[src/rtl/lcd_pkg.sv]
// Shared definitions for the HD44780-style LCD bus receiver: opcodes, states and
// DDRAM address helpers.
package lcd_pkg;

   localparam logic [7:0] CMD_CLEAR     = 8'h01;
   localparam logic [7:0] CMD_HOME      = 8'h02;
   localparam logic [7:0] CMD_ENTRY     = 8'h04;
   localparam logic [7:0] CMD_DISPCTL   = 8'h08;
   localparam logic [7:0] CMD_SHIFT     = 8'h10;
   localparam logic [7:0] CMD_FUNC_MASK = 8'h60;
   localparam logic [7:0] CMD_SET_DDRAM = 8'h80;

   localparam logic [6:0] ADDR_BAD_MASK = 7'h30;
   localparam logic [6:0] LINE2_BASE    = 7'h40;
   localparam int unsigned DDRAM_DEPTH  = 32;
   localparam logic [7:0] BLANK_CHAR    = 8'h20;

   typedef enum logic [1:0] {StClear, StIdle, StExec} state_e;

   typedef enum logic [2:0] {
      CmdNop, CmdClear, CmdHome, CmdEntry, CmdDispCtl, CmdShift, CmdFunc, CmdSetDdram
   } cmd_e;

   // Highest set bit selects the instruction.
   function automatic cmd_e decode_cmd(input logic [7:0] b);
      cmd_e c;
      if ((b & CMD_SET_DDRAM) != 8'h00)      c = CmdSetDdram;
      else if ((b & CMD_FUNC_MASK) != 8'h00) c = CmdFunc;
      else if ((b & CMD_SHIFT) != 8'h00)     c = CmdShift;
      else if ((b & CMD_DISPCTL) != 8'h00)   c = CmdDispCtl;
      else if ((b & CMD_ENTRY) != 8'h00)     c = CmdEntry;
      else if ((b & CMD_HOME) != 8'h00)      c = CmdHome;
      else if ((b & CMD_CLEAR) != 8'h00)     c = CmdClear;
      else                                   c = CmdNop;
      return c;
   endfunction

   // Cursor step with line wrap: 0x0F <-> 0x40 and 0x4F <-> 0x00.
   function automatic logic [6:0] step_addr(input logic [6:0] a, input logic inc);
      logic [6:0] n;
      if (inc) begin
         if (a[3:0] == 4'hF) n = a[6] ? 7'h00 : LINE2_BASE;
         else                n = a + 7'd1;
      end else begin
         if (a[3:0] == 4'h0) n = a[6] ? 7'h0F : (LINE2_BASE | 7'h0F);
         else                n = a - 7'd1;
      end
      return n;
   endfunction

   function automatic logic [4:0] ddram_index(input logic [6:0] a);
      return {a[6], a[3:0]};
   endfunction

endpackage

[src/rtl/lcd_ddram.sv]
// 2x16 character DDRAM: one write port, one registered read port.
// Reads of an index being written in the same cycle return the old byte.
module lcd_ddram
   import lcd_pkg::*;
(
   input  logic       clk,
   input  logic       rst,
   input  logic       wr_en,
   input  logic [4:0] wr_addr,
   input  logic [7:0] wr_data,
   input  logic [4:0] rd_addr,
   output logic [7:0] rd_data
);

   logic [7:0] mem_q [DDRAM_DEPTH];

   always_ff @(posedge clk) begin
      if (wr_en) begin
         mem_q[wr_addr] <= wr_data;
      end
   end

   always_ff @(posedge clk) begin
      if (rst) begin
         rd_data <= 8'h00;
      end else begin
         rd_data <= mem_q[rd_addr];
      end
   end

endmodule

[src/rtl/lcd_bus_receiver.sv]
// Receiving end of an 8-bit HD44780 parallel bus: latches on EN fall, checks timing and
// busy violations, decodes commands and keeps DDRAM, cursor and display flags.
module lcd_bus_receiver
   import lcd_pkg::*;
#(
   parameter int unsigned MIN_EN_CYCLES     = 23,
   parameter int unsigned BUSY_CYCLES       = 2000,
   parameter int unsigned CLEAR_BUSY_CYCLES = 82000
) (
   input  logic       clk,
   input  logic       rst,
   input  logic       lcd_rs,
   input  logic       lcd_en,
   input  logic [7:0] lcd_data_bus,
   input  logic [4:0] rd_addr,
   output logic [7:0] rd_data,
   input  logic       err_clr,
   output logic       busy,
   output logic [6:0] cursor_addr,
   output logic       display_on,
   output logic       cursor_on,
   output logic       blink_on,
   output logic       entry_inc,
   output logic       entry_shift,
   output logic       cmd_strobe,
   output logic       data_strobe,
   output logic [7:0] rx_byte,
   output logic       timing_err,
   output logic       busy_err,
   output logic       addr_err
);

   localparam int unsigned   HiW       = $clog2(MIN_EN_CYCLES + 1);
   localparam logic [HiW-1:0] HiMax    = HiW'(MIN_EN_CYCLES);
   localparam logic [16:0]   BusyLoad  = 17'(BUSY_CYCLES - 1);
   localparam logic [16:0]   ClearLoad = 17'(CLEAR_BUSY_CYCLES - 1);
   localparam logic [4:0]    WipeLast  = 5'(DDRAM_DEPTH - 1);

   state_e         state_q;
   logic [4:0]     wipe_idx_q;
   logic [16:0]    busy_cnt_q;
   logic           en_q, rs_q;
   logic [7:0]     data_q;
   logic [HiW-1:0] hi_cnt_q;
   logic           busy_q;
   logic [6:0]     cursor_q;
   logic           display_on_q, cursor_on_q, blink_on_q, entry_inc_q, entry_shift_q;
   logic           cmd_strobe_q, data_strobe_q;
   logic [7:0]     rx_byte_q;
   logic           timing_err_q, busy_err_q, addr_err_q;

   logic           fall, wide_enough, accept;
   cmd_e           cmd;
   logic           ram_we;
   logic [4:0]     ram_waddr;
   logic [7:0]     ram_wdata;

   assign fall        = en_q & ~lcd_en;
   assign wide_enough = (hi_cnt_q == HiMax);
   assign accept      = fall & wide_enough & ~busy_q;
   assign cmd         = decode_cmd(data_q);

   // Wipe owns the write port while clearing; accepts only happen when idle.
   always_comb begin
      ram_we    = 1'b0;
      ram_waddr = ddram_index(cursor_q);
      ram_wdata = data_q;
      if (!rst) begin
         if (state_q == StClear) begin
            ram_we    = 1'b1;
            ram_waddr = wipe_idx_q;
            ram_wdata = BLANK_CHAR;
         end else if (accept && rs_q) begin
            ram_we = 1'b1;
         end
      end
   end

   lcd_ddram u_ddram (
      .clk     (clk),
      .rst     (rst),
      .wr_en   (ram_we),
      .wr_addr (ram_waddr),
      .wr_data (ram_wdata),
      .rd_addr (rd_addr),
      .rd_data (rd_data)
   );

   always_ff @(posedge clk) begin
      if (rst) begin
         state_q       <= StClear;
         wipe_idx_q    <= '0;
         busy_cnt_q    <= '0;
         en_q          <= 1'b0;
         rs_q          <= 1'b0;
         data_q        <= 8'h00;
         hi_cnt_q      <= '0;
         busy_q        <= 1'b1;
         cursor_q      <= '0;
         display_on_q  <= 1'b0;
         cursor_on_q   <= 1'b0;
         blink_on_q    <= 1'b0;
         entry_inc_q   <= 1'b1;
         entry_shift_q <= 1'b0;
         cmd_strobe_q  <= 1'b0;
         data_strobe_q <= 1'b0;
         rx_byte_q     <= 8'h00;
         timing_err_q  <= 1'b0;
         busy_err_q    <= 1'b0;
         addr_err_q    <= 1'b0;
      end else begin
         en_q          <= lcd_en;
         rs_q          <= lcd_rs;
         data_q        <= lcd_data_bus;
         hi_cnt_q      <= !lcd_en ? '0 : (wide_enough ? hi_cnt_q : hi_cnt_q + 1'b1);
         cmd_strobe_q  <= 1'b0;
         data_strobe_q <= 1'b0;

         if (err_clr) begin
            timing_err_q <= 1'b0;
            busy_err_q   <= 1'b0;
            addr_err_q   <= 1'b0;
         end

         unique case (state_q)
            StClear: begin
               wipe_idx_q <= wipe_idx_q + 5'd1;
               // Busy keeps counting during the wipe; a reset wipe starts from zero.
               if (wipe_idx_q == WipeLast) begin
                  if (busy_cnt_q == '0) begin
                     state_q <= StIdle;
                     busy_q  <= 1'b0;
                  end else begin
                     state_q    <= StExec;
                     busy_cnt_q <= busy_cnt_q - 17'd1;
                  end
               end else if (busy_cnt_q != '0) begin
                  busy_cnt_q <= busy_cnt_q - 17'd1;
               end
            end
            StExec: begin
               if (busy_cnt_q == '0) begin
                  state_q <= StIdle;
                  busy_q  <= 1'b0;
               end else begin
                  busy_cnt_q <= busy_cnt_q - 17'd1;
               end
            end
            default: ;
         endcase

         if (fall) begin
            if (!wide_enough) begin
               timing_err_q <= 1'b1;
            end else if (busy_q) begin
               busy_err_q <= 1'b1;
            end else begin
               rx_byte_q <= data_q;
               if (rs_q) begin
                  data_strobe_q <= 1'b1;
                  cursor_q      <= step_addr(cursor_q, entry_inc_q);
                  busy_q        <= 1'b1;
                  busy_cnt_q    <= BusyLoad;
                  state_q       <= StExec;
               end else begin
                  cmd_strobe_q <= 1'b1;
                  if (cmd != CmdNop) begin
                     busy_q     <= 1'b1;
                     busy_cnt_q <= BusyLoad;
                     state_q    <= StExec;
                  end
                  unique case (cmd)
                     CmdClear: begin
                        state_q     <= StClear;
                        wipe_idx_q  <= '0;
                        cursor_q    <= '0;
                        entry_inc_q <= 1'b1;
                        busy_cnt_q  <= ClearLoad;
                     end
                     CmdHome: begin
                        cursor_q   <= '0;
                        busy_cnt_q <= ClearLoad;
                     end
                     CmdEntry: begin
                        entry_inc_q   <= data_q[1];
                        entry_shift_q <= data_q[0];
                     end
                     CmdDispCtl: begin
                        display_on_q <= data_q[2];
                        cursor_on_q  <= data_q[1];
                        blink_on_q   <= data_q[0];
                     end
                     CmdShift: begin
                        if (!data_q[3]) cursor_q <= step_addr(cursor_q, data_q[2]);
                     end
                     CmdSetDdram: begin
                        if ((data_q[6:0] & ADDR_BAD_MASK) != 7'h00) addr_err_q <= 1'b1;
                        else                                        cursor_q   <= data_q[6:0];
                     end
                     default: ;
                  endcase
               end
            end
         end
      end
   end

   assign busy        = busy_q;
   assign cursor_addr = cursor_q;
   assign display_on  = display_on_q;
   assign cursor_on   = cursor_on_q;
   assign blink_on    = blink_on_q;
   assign entry_inc   = entry_inc_q;
   assign entry_shift = entry_shift_q;
   assign cmd_strobe  = cmd_strobe_q;
   assign data_strobe = data_strobe_q;
   assign rx_byte     = rx_byte_q;
   assign timing_err  = timing_err_q;
   assign busy_err    = busy_err_q;
   assign addr_err    = addr_err_q;

endmodule
[config.mk]
export PLATFORM = sky130hd
export DESIGN_NAME = lcd_bus_receiver
export DESIGN_NICKNAME = d
export VERILOG_FILES = /design/src/rtl/lcd_pkg.sv /design/src/rtl/lcd_ddram.sv /design/src/rtl/lcd_bus_receiver.sv
export SDC_FILE = /design/constraint.sdc
export NUM_CORES = 1
export LEC_CHECK = 0
export CORE_UTILIZATION = 60
export DETAILED_ROUTE_END_ITERATION = 6
export GPL_ROUTABILITY_DRIVEN = 1
export PLACE_DENSITY = 0.79
export SLEW_MARGIN = 20
export SYNTH_ARGS = -nofsm -noshare
export SYNTH_HDL_FRONTEND = slang
export SYNTH_SLANG_ARGS = --single-unit
[constraint.sdc]
create_clock -name clk -period 2.65 [get_ports clk]
set_input_delay 0.265 -clock clk [delete_from_list [all_inputs] [get_ports clk]]
set_output_delay 0.265 -clock clk [all_outputs]
set_load 0.005 [all_outputs]
---- Yosys cells after proc, flatten, opt, wreduce, memory -nomap -nowiden ----
Memories as Yosys holds them, arrays and structs flattened. A register that Yosys moved wholly into a read port is not among the register bits.
Cells that the tools add are included.
word-level totals
  bits in writable memories ............... 256
  memories kept ........................... 1
  memory bits (read-only) ................. 0
  output and inout bits ................... 34
  latch bits .............................. 0
  flip-flop bits (word level) ............. 65
cells by class
  add/subtract/negate cells ............... 5
  multiplexer cells ....................... 77
  order comparisons ....................... 0
  bitwise gates (word level) .............. 8
  reduce and logical (&&, ||, !) cells .... 18
  multipliers ............................. 0
  eq/ne operators ......................... 12
  divide/modulo/power cells ............... 0
  shift-type cells ........................ 0
memory list
  memory         words  width  rd ports  clocked after Yosys merged registers in  write ports  line             text
  u_ddram.mem_q  32     8      1         1                                        1            lcd_ddram.sv:15  logic [7:0] mem_q [DDRAM_DEPTH];
operator list
  cell                                                                    count
  17-bit two-way mux                                                      9
  7-bit two-way mux                                                       9
  5-bit two-way mux                                                       8
  17-bit case mux with 2 select lines                                     1
  1-bit two-way mux                                                       29
  2-bit two-way mux                                                       11
  7-bit case mux with 3 select lines                                      1
  17-bit zero test                                                        1
  17-bit nonzero test                                                     1
  17-bit by 1-bit subtractor with 17-bit output (second input constant)   1
  8-bit two-way mux                                                       2
  5-bit AND reduction                                                     3
  3-bit two-way mux                                                       4
  5-bit by 1-bit adder with 5-bit output (second input constant)          2
  5-bit equality test (second input constant)                             2
  3-bit equality test (second input constant)                             3
  8-bit nonzero test                                                      1
  7-bit by 1-bit adder with 7-bit output (second input constant)          1
  7-bit nonzero test                                                      1
  7-bit by 1-bit subtractor with 7-bit output (second input constant)     1
  3-bit by 2-bit equality test with 1-bit output (second input constant)  2
  3-bit inequality test (second input constant)                           2
  6-bit AND reduction                                                     1
  1-bit NOT                                                               5
  15 further kinds                                                        19

---- Depth between registers and ports, before layout ----
  depth in word-level cells ............... 14
  mapped depth ............................ 8
  mapped depth without buffers ............ 7

---- Modules after synthesis ----
A second synthesis with hierarchy kept.
second synthesis, totals
  cell total of the unflattened synthesis .. 894
  area total of the unflattened synthesis .. 13780.7 sq um
by module, submodules not included
  module            cells each  sequential area each (sq um)  area an instance (sq um)  instances
  lcd_ddram         472         7847.5                        10387.5                   1
  lcd_bus_receiver  422         1301.2                        3393.3                    1

---- Worst setup path after synthesis ----
OpenSTA, ideal clock, no wires.
  path kind ............................... register to register
  start ................................... register state_q[0]
  end ..................................... memory u_ddram.mem_q[17][0] (enable)
  data arrival time ....................... 1916 ps
  path slack .............................. 364 ps
  cell stages (with the launch flop) ...... 7
  setup time .............................. 370 ps
  cell sequence ........................... dfxtp_1 -> buf_2 -> nor3_1 -> mux2i_1 -> a21boi_0 -> nand2_1 -> nor2_1
on the way
  longest elaborated chain between the ends .. 5
  elaborated cells on any way between the ends .. 7
  classes of those cells .................. mux (6); reduce/logical (1)
ends and longest elaborated chain
  item                                     line                     text
  start, declared                          lcd_bus_receiver.sv:39   state_e state_q;
  start signal, assigned                   lcd_bus_receiver.sv:91   state_q <= StClear;
  start signal, assigned                   lcd_bus_receiver.sv:131  state_q <= StIdle;
  start signal, assigned                   lcd_bus_receiver.sv:134  state_q <= StExec;
  2-bit zero test *                        lcd_bus_receiver.sv:69   if (state_q == StClear) begin
  1-bit two-way mux                        lcd_bus_receiver.sv:69
  1-bit two-way mux                        lcd_bus_receiver.sv:68   if (!rst) begin
  1-bit two-way mux                        lcd_ddram.sv:18          if (wr_en) begin
  1-bit two-way mux (implied by the code)  lcd_ddram.sv:19          mem_q[wr_addr] <= wr_data;
  end, declared                            lcd_ddram.sv:15
Every way passes the cells marked *; elsewhere a longest branch is shown, timed or not.

---- Worst setup path after layout ----
  start ................................... register state_q[1]
  end ..................................... memory u_ddram.mem_q[3][5] (enable)
Same word-level chain as after synthesis.

==> flow_summary.ini <==
[outcome]
outcome = finished with violations
violations = design-rule violations

[worst_setup_path]
crit-reg2reg-capture = u_ddram.mem_q[3][5]
critical_path_peak_fanout = 9
critPathSlowestCell = sky130_fd_sc_hd__a21oi_1
crit_required_ns = 2.91
r2r.worst_path.cells = 6
critical_path.max_stage_delay_ns = 0.84
crit-reg2reg-launch = state_q[1]
worstPathCellList = or3_1, buf_4, nor3_1, a21oi_1, nor2_1, buf_4
critical_path_arrival_ns = 2.68
worst_path_most_repeated_cell = sky130_fd_sc_hd__buf_4
critPathKind = register to register
setup.worst_path.start_class = register
critical_path.endpoint_type = register
regToRegSetupSlack_ns = 0.22

[power]
power_per_cell_area_nw_per_um2 = 723
ir_drop_mv = 0.730
power.leakage_nw = 5.39

[hold_path]
min_delay_path_depth = 4
min_delay_worst_endpoint = data_strobe
min-delay-start = rst
timing.hold.worst.class = input pin to register

[cts]
cts-root-to-sink-buffers = 3
clk_latency_ns = 0.52
cts.repair_timing.setup_buffer_count = 0
post_cts_hold_buffer_count = 0
clock_tree.htree_level_count = 2
clk_root_buffer_cell = sky130_fd_sc_hd__clkbuf_16
cts_inserted_buffers = 34
clock_sinks = 329
post_cts_resize_count = 0
tritoncts = yes
clk_pin_slew_ns = 0.05

[synthesis]
ffs_w_async_s_r_synth_pct = 0
synthesis.area_per_instance_sq_um = 15.5
sequential_cell_area_fraction_in_the_yosys_report_pct = 67.8
netlist-cell-type-count = 68
post_synth_inst_count = 872
synth_nets = 898
synth-edff-count = 256
mapped_cell_area_sq_um = 13500
ys.warnings.count = 0
synth_top_flop_cell = sky130_fd_sc_hd__edfxtp_1
ys_seq_elements = 329

[sta]
finalHoldViolations = 0
finClkSkew_ns = 0.0185
grt_setup_unrepaired = no
relSlewSlack_pct = 26.2
final.setup.tns_ns = 0
finalCriticalPeriod_ns = 2.43
max_clk_rate_mhz = 412
setup_violations = 0
final_max_slew_viol_count = 0
post-route-period-util_pct = 91.5
tightestPinTransition_ns = 1.11

[floorplan]
floorplan.initialDensity_pct = 61.5
width_of_the_die_um = 152
design.die.area_sq_um = 23100
rows = 54
dieHeight_um = 152
io_pins = 52
core_area_sq_um = 22000

[layout]
antennaDiodeCount = 0
syn2layout_area_growth_pct = 16.9
post_route_cells_drive_above_1_share_pct = 21.3
nets = 1007
postLayoutCellArea_sq_um = 15800
fill_cells = 1335

[route]
drt_pass1_iterations = 7
antenna_violating_nets_post_route = 0
wire_per_inst_um = 23.4
vias_after_detailed_routing = 8151
number_of_drc_violations_after_detailed_routing = 6
aggregate_routed_wire_length_um = 30100
detailedRoute.firstIterationViolations = 668
detail_route.vias_per_cell = 6.34

[global_route]
grt-ovfl-total = 0
groute.usage.overall_pct = 27.0
antenna_found_initial = 0
grt_max_degree = 46
wire_length_of_the_first_global_routing_pass_um = 46400
grt_pass1_vias = 8120

[placement]
dp_hpwl_um = 18800
post_place_cell_area_sq_um = 14700
placement.io_buffers = 51
gp_routability_congestion = 0.843

[job]
max_cap_violations = 0
area by class of cell:
type,instances,area (sq um),area share (%)
flip-flops and latches,329,9150,57.9
multi-input cells,478,4070,25.8
repair buffers,126,1140,7.20
clock buffers,41,877,5.56
well taps,280,350,2.22
clock inverters,19,161,1.02
inverters,12,45.0,0.285
worst max path at each step:
stage | start | endpoint | cells past startpoint
final | state_q[1] | u_ddram.mem_q[3][5] | 6
after global routing | state_q[1] | u_ddram.mem_q[3][5] | 6
after CTS | state_q[1] | u_ddram.mem_q[3][5] | 6
after detailed placement | rst | u_ddram.mem_q[15][2] | 5
after global placement | rst | u_ddram.mem_q[15][2] | 5
after floorplan | state_q[0] | u_ddram.mem_q[17][0] | 6
cells in the final DEF (no fill, tap or decap), types with 6 or more instances in the layout:
| master | n |
|---|---|
| sky130_fd_sc_hd__a21oi_1 | 42 |
| sky130_fd_sc_hd__a221oi_1 | 18 |
| sky130_fd_sc_hd__a22o_1 | 16 |
| sky130_fd_sc_hd__and2_1 | 8 |
| sky130_fd_sc_hd__buf_12 | 6 |
| sky130_fd_sc_hd__buf_4 | 70 |
| sky130_fd_sc_hd__clkbuf_1 | 7 |
| sky130_fd_sc_hd__clkbuf_16 | 34 |
| sky130_fd_sc_hd__clkdlybuf4s50_1 | 48 |
| sky130_fd_sc_hd__clkinv_1 | 6 |
| sky130_fd_sc_hd__clkinv_2 | 6 |
| sky130_fd_sc_hd__dfxtp_1 | 73 |
| sky130_fd_sc_hd__edfxtp_1 | 256 |
| sky130_fd_sc_hd__ha_1 | 8 |
| sky130_fd_sc_hd__inv_1 | 12 |
| sky130_fd_sc_hd__mux2i_1 | 7 |
| sky130_fd_sc_hd__mux4_2 | 64 |
| sky130_fd_sc_hd__nand2_1 | 47 |
| sky130_fd_sc_hd__nand2b_1 | 15 |
| sky130_fd_sc_hd__nand3_1 | 16 |
| sky130_fd_sc_hd__nand4_1 | 7 |
| sky130_fd_sc_hd__nor2_1 | 67 |
| sky130_fd_sc_hd__nor2b_1 | 16 |
| sky130_fd_sc_hd__nor3_1 | 14 |
| sky130_fd_sc_hd__o211ai_1 | 6 |
| sky130_fd_sc_hd__o21ai_0 | 7 |
| sky130_fd_sc_hd__o22ai_1 | 9 |
| sky130_fd_sc_hd__or3_1 | 6 |
| sky130_fd_sc_hd__xnor2_1 | 7 |
| sky130_fd_sc_hd__xor2_1 | 17 |
flip-flops by register name (all words and copies together), names as in the netlist, 2 cells and up:
| register | cells |
|---|---|
| busy_cnt_q | 17 |
| cursor_addr | 7 |
| data_q | 8 |
| hi_cnt_q | 5 |
| rx_byte | 8 |
| state_q | 2 |
| u_ddram.mem_q | 256 |
| u_ddram.rd_data | 8 |
| wipe_idx_q | 5 |
report_power, final:
part           internal [mW]  switching (mW)  leakage [nW]
logic                  0.550           0.620          1.94
clock network           2.57            1.88         0.505
registers               5.67           0.124          2.95
total                   8.79            2.63          5.39
metrics by stage:
stage	power (mW)	setup WS, ns	hold slack [ns]	utilization (%)	std cells
after floorplan	6.69	0.364	0.393	-	872
after global placement	7.01	0.364	0.448	67.2	1225
after detailed placement	7.05	0.292	0.448	67.2	1225
after CTS	11.5	0.279	0.248	71.9	1285
after global routing	11.8	0.0775	0.300	71.9	1285
final	11.4	0.224	0.283	71.9	1285
cell usage after synthesis, drive strengths merged (15+ instances only):
library cell,number,share of area (%)
nand2,47,1.3
clkbuf,32,0.89
nand3,16,0.59
nor3,17,0.79
a221oi,18,1.2
a21oi,43,1.6
mux4,64,11
a22o,16,1.0
edfxtp,256,57
nor2b,17,0.84
nand2b,15,0.70
dfxtp,73,11
xor2,17,1.1
buf,21,0.95
nor2,70,1.9
critical path: cells and delay by family, from the launching register on:
family          cells  cell delay, ns
buf+inv             2            0.42
simple gates        3            0.48
compound gates      1            0.84
flops               1            0.44
kinds of logic (layout without fill, tap and decap cells):
family                   after synthesis  count (layout)  share of synthesized area [%]
AND/OR/NAND/NOR                      238             238                           9.43
XOR/XNOR                              24              24                           1.56
adder cells (fa/ha/maj)                8               8                          0.741
AO/OA/AOI/OAI                        136             136                           7.06
multiplexers                          72              72                           11.3
buffers and inverters                 65             198                           2.17
flip-flops                           329             329                           67.8
layer usage:
layer,vias to the layer above,share of wire (%),global-route usage [%]
met5,-,0,0
li1,3634,-,-
met2,397,49,44.9
met3,88,8.0,6.59
met1,4032,39,34.1
met4,0,4.1,11.8
Power figures use the tool's default switching activity.
